### src/rtl/seq_detect_param.sv
// Runtime-programmable serial sequence detector with a registered match pulse
// and a saturating, sticky-flagged hit counter. Resets to the legacy "010" overlap detector.
module seq_detect_param #(
    parameter int PAT_W = 8,
    parameter int CNT_W = 10,
    parameter int LEN_W = $clog2(PAT_W) + 1
) (
    input  logic             clk,
    input  logic             rst_n,
    input  logic             x,
    input  logic             x_valid,
    input  logic             cfg_load,
    input  logic [PAT_W-1:0] cfg_pattern,
    input  logic [LEN_W-1:0] cfg_len,
    input  logic             cfg_overlap,
    input  logic             cnt_clr,
    output logic             y,
    output logic [CNT_W-1:0] users_count,
    output logic             cnt_sat
);

    localparam logic [1:0]       S_HUNT  = 2'd0;
    localparam logic [1:0]       S_MATCH = 2'd1;
    localparam logic [1:0]       S_FLUSH = 2'd2;

    localparam logic [LEN_W-1:0] LEN_MAX = LEN_W'(PAT_W);
    localparam logic [LEN_W-1:0] LEN_RST = LEN_W'(3);
    localparam logic [LEN_W-1:0] LEN_ONE = LEN_W'(1);
    localparam logic [LEN_W:0]   LEN_INC = (LEN_W + 1)'(1);
    localparam logic [PAT_W-1:0] PAT_RST = PAT_W'(3'b010);
    localparam logic [CNT_W-1:0] CNT_MAX = '1;
    localparam logic [CNT_W-1:0] CNT_ONE = CNT_W'(1);

    // Configuration
    logic [PAT_W-1:0] r_pat;
    logic [LEN_W-1:0] r_len;
    logic             r_ovl;

    // Detector state
    logic [1:0]       r_state;
    logic [PAT_W-1:0] r_hist;
    logic [LEN_W-1:0] r_fill;
    logic             r_y;

    // Counter
    logic [CNT_W-1:0] r_cnt;
    logic             r_sat;

    logic [LEN_W-1:0] w_cfg_len;
    logic [PAT_W-1:0] w_hist_shift;
    logic [PAT_W-1:0] w_mask;
    logic             w_fill_ok;
    logic             w_pat_eq;
    logic             w_accept;
    logic             w_hit;
    logic [LEN_W-1:0] w_fill_inc;

    logic [1:0]       w_state_nx;
    logic [LEN_W-1:0] w_fill_nx;
    logic [CNT_W-1:0] w_cnt_nx;
    logic             w_sat_nx;

    // Out-of-range lengths clamp into 1..PAT_W so the mask below is always valid.
    assign w_cfg_len    = (cfg_len == '0)     ? LEN_ONE :
                          (cfg_len > LEN_MAX) ? LEN_MAX : cfg_len;

    assign w_hist_shift = {r_hist[PAT_W-2:0], x};
    assign w_mask       = {PAT_W{1'b1}} >> (LEN_MAX - r_len);
    assign w_fill_ok    = ({1'b0, r_fill} + LEN_INC) >= {1'b0, r_len};
    assign w_pat_eq     = ((w_hist_shift ^ r_pat) & w_mask) == '0;
    assign w_accept     = x_valid & ~cfg_load;

    // A bit taken in the flush cycle only starts the new history; it never completes a match.
    assign w_hit        = w_accept & (r_state != S_FLUSH) & w_fill_ok & w_pat_eq;
    assign w_fill_inc   = (r_fill == LEN_MAX) ? r_fill : r_fill + LEN_ONE;

    // NOTE: every output of a combinational block gets a default first so no latch is inferred.
    always_comb begin
        w_state_nx = S_HUNT;
        w_fill_nx  = r_fill;
        if (cfg_load) begin
            w_state_nx = S_FLUSH;
            w_fill_nx  = '0;
        end else if (x_valid) begin
            if (w_hit) begin
                w_state_nx = S_MATCH;
                w_fill_nx  = r_ovl ? w_fill_inc : '0;
            end else begin
                w_state_nx = S_HUNT;
                w_fill_nx  = w_fill_inc;
            end
        end
    end

    always_comb begin
        w_cnt_nx = r_cnt;
        w_sat_nx = r_sat;
        if (cnt_clr) begin
            w_cnt_nx = '0;
            w_sat_nx = 1'b0;
        end else if (w_hit && (r_cnt != CNT_MAX)) begin
            w_cnt_nx = r_cnt + CNT_ONE;
            if ((r_cnt + CNT_ONE) == CNT_MAX) begin
                w_sat_nx = 1'b1;
            end
        end
    end

    // NOTE: sequential state uses non-blocking assignments so all registers update together.
    always_ff @(posedge clk or negedge rst_n) begin
        if (!rst_n) begin
            r_pat <= PAT_RST;
            r_len <= LEN_RST;
            r_ovl <= 1'b1;
        end else if (cfg_load) begin
            r_pat <= cfg_pattern;
            r_len <= w_cfg_len;
            r_ovl <= cfg_overlap;
        end
    end

    always_ff @(posedge clk or negedge rst_n) begin
        if (!rst_n) begin
            r_state <= S_HUNT;
            r_hist  <= '0;
            r_fill  <= '0;
            r_y     <= 1'b0;
        end else begin
            r_state <= w_state_nx;
            r_fill  <= w_fill_nx;
            r_y     <= (w_state_nx == S_MATCH);
            if (w_accept) begin
                r_hist <= w_hist_shift;
            end
        end
    end

    always_ff @(posedge clk or negedge rst_n) begin
        if (!rst_n) begin
            r_cnt <= '0;
            r_sat <= 1'b0;
        end else begin
            r_cnt <= w_cnt_nx;
            r_sat <= w_sat_nx;
        end
    end

    assign y           = r_y;
    assign users_count = r_cnt;
    assign cnt_sat     = r_sat;

endmodule

### config.mk
export PLATFORM = sky130hd
export DESIGN_NAME = seq_detect_param
export DESIGN_NICKNAME = d
export VERILOG_FILES = /design/src/rtl/seq_detect_param.sv
export SDC_FILE = /design/constraint.sdc
export NUM_CORES = 1
export LEC_CHECK = 0
export BUFFER_PORTS_ARGS = -buffer_cell sky130_fd_sc_hd__buf_4
export CAP_MARGIN = 20
export CORE_UTILIZATION = 51
export CTS_CLUSTER_DIAMETER = 40
export DETAILED_ROUTE_END_ITERATION = 8
export PLACE_DENSITY = 0.75
export SYNTH_ARGS = -nofsm -noshare
export SYNTH_HDL_FRONTEND = slang
export SYNTH_SLANG_ARGS = --single-unit
export TNS_END_PERCENT = 5
### constraint.sdc
create_clock -name clk -period 2.4 [get_ports clk]
set_clock_uncertainty 0.2 [all_clocks]
set_input_delay 0.48 -clock clk [delete_from_list [all_inputs] [get_ports clk]]
set_output_delay 0.48 -clock clk [all_outputs]
set_load 0.02 [all_outputs]
==> metrics.csv <==
metric,value,unit
status,"complete, but fails checks",
Finished Layout Cells,326,
latest clock arrival within the worst-skew pair,0.29,ns
I/O Buffers,30,
total of max-cap violations,0,
drt total wl,4.637,mm
final hold violations,0,
clock edge transition at the registers on the reported setup and hold paths,0.08,ns
largest net degree at the start of global routing,38,
Crit Path Max Fanout,8,
drc violations,0,
pre-CTS setup slack,-0.2933,ns
M1 WL,2.086,mm
Vias,1746,
Post-Syn Nets,251,
ANT nets after route,0,
DRT Pass-1 Iters,4,
Clock Power Share,32.3,%
CP endpoint kind,flop,
Layout Utilization,68.66,%
DIE HEIGHT,66.41,um
first-pass GRT wire length,7.831,mm
Highest Signal Layer,met4,
Net Sw Frac,28.40,%
Relative slew margins,68.68,%
#FFs+latches synth,37,
Synth Warn #,0,
final period utilization,108.2,%
CP max stage delay,0.54,ns
total power,1.751,mW
Reg power frac,42.1,%
Setup CP Type,reg -> reg,
drt initial violations,67,
mapped cell area,2116,sq um
"Remaining Overflow, GRT",0,
CTS HTree Levels,2,
fin crit period,2.597,ns
Longest Clk Path Bufs,2,
critical path startpoint category,flop,
routed length on met3,161,um
Syn Inst Count,221,
gpl congestion,0.8359,
register area share after synthesis,44.00,%
dpl cells,316,
Pint,1.254,mW
# IOs,31,
failing checks,negative setup slack,
sum of buffers and inverters on the critical path,2,
RSZ-0062 raised after global routing,yes,
DIE AREA,4410,sq um
DR vias/cell,5.356,
Critical Path AT,2.62,ns
syn_area_per_cell,9.574,sq um
vias in the first global route,1747,
power density over the cells,637.4,nW/um^2
CTS sink cnt,37,
met2 wire length,2.332,mm
Switch Pwr,497.2,uW
Worst path slowest cell,dfstp_2,
Starting Density,52.89,%
initial antenna violation count,0,
crit-path cells,"inv_2, ha_4, xnor2_4, a21oi_2, o41ai_4, nand4_4, buf_6, or3_1, a21oi_1",
CORE AREA,4000,sq um
Max Freq,385.1,MHz
hold_ws,0.1804,ns
Area Growth Syn to Fin,29.80,%
layout cell share with drive strength beyond 1,32.25,%
Worst Hold Class,in -> reg,
# setup viols final,10,
post-synthesis cell type count,43,
HPWL after DPL,3.303,mm
"CP delay by family, top",compound AO/OA/AOI/OAI gates,
Leakage,1.239,nW
final slew viol count,0,
# fillers,295,
TritonCTS clock tree,built,
total CTS buffers,5,
worst-margin pin slew,0.4698,ns
Die W,66.41,um
Combinational Power Share,25.5,%
WL/cell,14.22,um
worst path required time,2.42,ns
Worst VDD drop,440.0,uV
FP Rows,23,
Root Buffer,clkbuf_8,
GRT Total Usage,24.13,%
Final nets,305,
setup ws final,-0.1970,ns
Ant. Diodes,0,
==> logic make-up after synthesis <==
logic type | count (synthesis) | share of synthesized area (%)
AO/OA/AOI/OAI | 40 | 12.54
XOR/XNOR | 16 | 6.624
adder cells (fa/ha/maj) | 11 | 6.505
buffers and inverters | 18 | 3.252
flip-flops | 37 | 44.00
multiplexers | 11 | 5.855
AND/OR/NAND/NOR | 88 | 21.23
==> routing by layer <==
metal | vias up | global-route usage [%]
met4 | 0 | 7.181
li1 | 872 | -
met1 | 836 | 28.73
met5 | - | 0
met2 | 31 | 43.11
met3 | 7 | 5.172
==> flip-flops by register name, summed over array words and instances, names as in the netlist <==
signal       count
cnt_sat          1
r_fill           4
r_hist           7
r_len            4
r_ovl            1
r_pat            8
r_state          1
users_count     10
y                1
==> worst paths after layout <==
check / startpoint / to / slack, ns / cells after the start
worst min-delay path: cfg_len[3] / r_len[1]$_DFFE_PN1P_ / 0.18 / 2
min in group asynchronous: rst_n / r_pat[7]$_DFFE_PN0P_ / 0.48 / 2
worst min register to register: cnt_sat$_DFFE_PN0P_ / cnt_sat$_DFFE_PN0P_ / 0.30 / 2
worst max register to register: r_len[0]$_DFFE_PN1P_ / users_count[7]$_DFFE_PN0P_ / -0.20 / 9
worst max-delay path: r_len[0]$_DFFE_PN1P_ / users_count[7]$_DFFE_PN0P_ / -0.20 / 9
max in group asynchronous: rst_n / r_len[1]$_DFFE_PN1P_ / 1.16 / 2
==> cells in the mapped netlist <==
cell       count  area share (%)
nand2_1       36             6.4
dfrtp_1       33              39
a21oi_1       12             2.8
nor2_1        12             2.1
ha_1          11             6.5
inv_1         10             1.8
mux2_2         9             4.8
nand3_1        9             2.1
xnor2_1        9             3.7
o21ai_1        8             1.9
xor2_1         7             2.9
nand2b_1       6             1.8
clkbuf_1       5            0.89
o21ai_0        5             1.2
or3_1          5             1.5
dfstp_2        4             5.0
nand3b_1       4             1.4
nand4_1        4             1.2
o22ai_1        4             1.2
nor2b_1        3            0.89
mux2_1         2             1.1
nor3_1         2            0.47
a211oi_1       1            0.35
a311oi_1       1            0.41
a31oi_1        1            0.30
a32oi_1        1            0.41
and2_1         1            0.30
and3_1         1            0.30
buf_1          1            0.18
buf_2          1            0.24
inv_2          1            0.18
nand4_4        1             1.0
nor2_2         1            0.30
nor3b_1        1            0.35
nor4b_1        1            0.41
nor4b_2        1            0.71
o211ai_1       1            0.35
o21a_1         1            0.35
o2bb2ai_1      1            0.41
o31ai_1        1            0.35
o32ai_1        1            0.41
o41ai_2        1            0.77
o41ai_4        1             1.3
==> metrics by stage <==
step	cell area, sq um	TNS (ns)
after global routing	2746	-2.604
after floorplan	2128	-0.8840
final	2746	-1.078
after CTS	2726	-1.381
after global placement	2554	-1.769
after detailed placement	2554	-2.189
==> layout by cell type (no fill, tap or decap), drive strengths merged, types with 2 or more instances in the layout <==
| master | netlist | routed |
|---|---|---|
| mux2 | 11 | 11 |
| xor2 | 7 | 7 |
| nand3 | 9 | 9 |
| xnor2 | 9 | 9 |
| or3 | 5 | 5 |
| buf | 2 | 53 |
| o21ai | 13 | 13 |
| ha | 11 | 11 |
| dfstp | 4 | 4 |
| clkbuf | 5 | 7 |
| dfrtp | 33 | 33 |
| nor4b | 2 | 2 |
| nand2 | 36 | 36 |
| o22ai | 4 | 4 |
| nand4 | 5 | 5 |
| a21oi | 12 | 12 |
| inv | 11 | 11 |
| nand3b | 4 | 4 |
| nor3 | 2 | 2 |
| nor2 | 13 | 13 |
| nor2b | 3 | 3 |
| nand2b | 6 | 6 |
| o41ai | 2 | 2 |
==> power by group through the flow <==
stage	Combinational, mW	Clock (mW)	Sequential [mW]
floorplan	0.249	0	0.745
global placement	0.412	0	0.747
detailed placement	0.429	0	0.748
CTS	0.452	0.574	0.737
global route	0.501	0.602	0.746
finish	0.447	0.566	0.737
==> repair_timing <==
action                                 in CTS  in global routing
buffers inserted                            1                  0
hold buffers                                1                  0
gates resized for setup                     7                  5
endpoints found under the hold margin      33                  0
pin swaps                                  12                  4
setup endpoints to repair                  15                 15
==> layout make-up <==
| class | instances | area [sq um] | area share, % |
|---|---|---|---|
| multi-input combinational | 166 | 1180 | 42.96 |
| clock inverter | 1 | 30.03 | 1.093 |
| sequential | 37 | 930.9 | 33.90 |
| inverter | 11 | 41.29 | 1.503 |
| timing repair buffer | 54 | 415.4 | 15.13 |
| tap | 50 | 62.56 | 2.278 |
| clock buffer | 7 | 86.33 | 3.144 |
No activity file was read; power rests on OpenSTA's default activity.
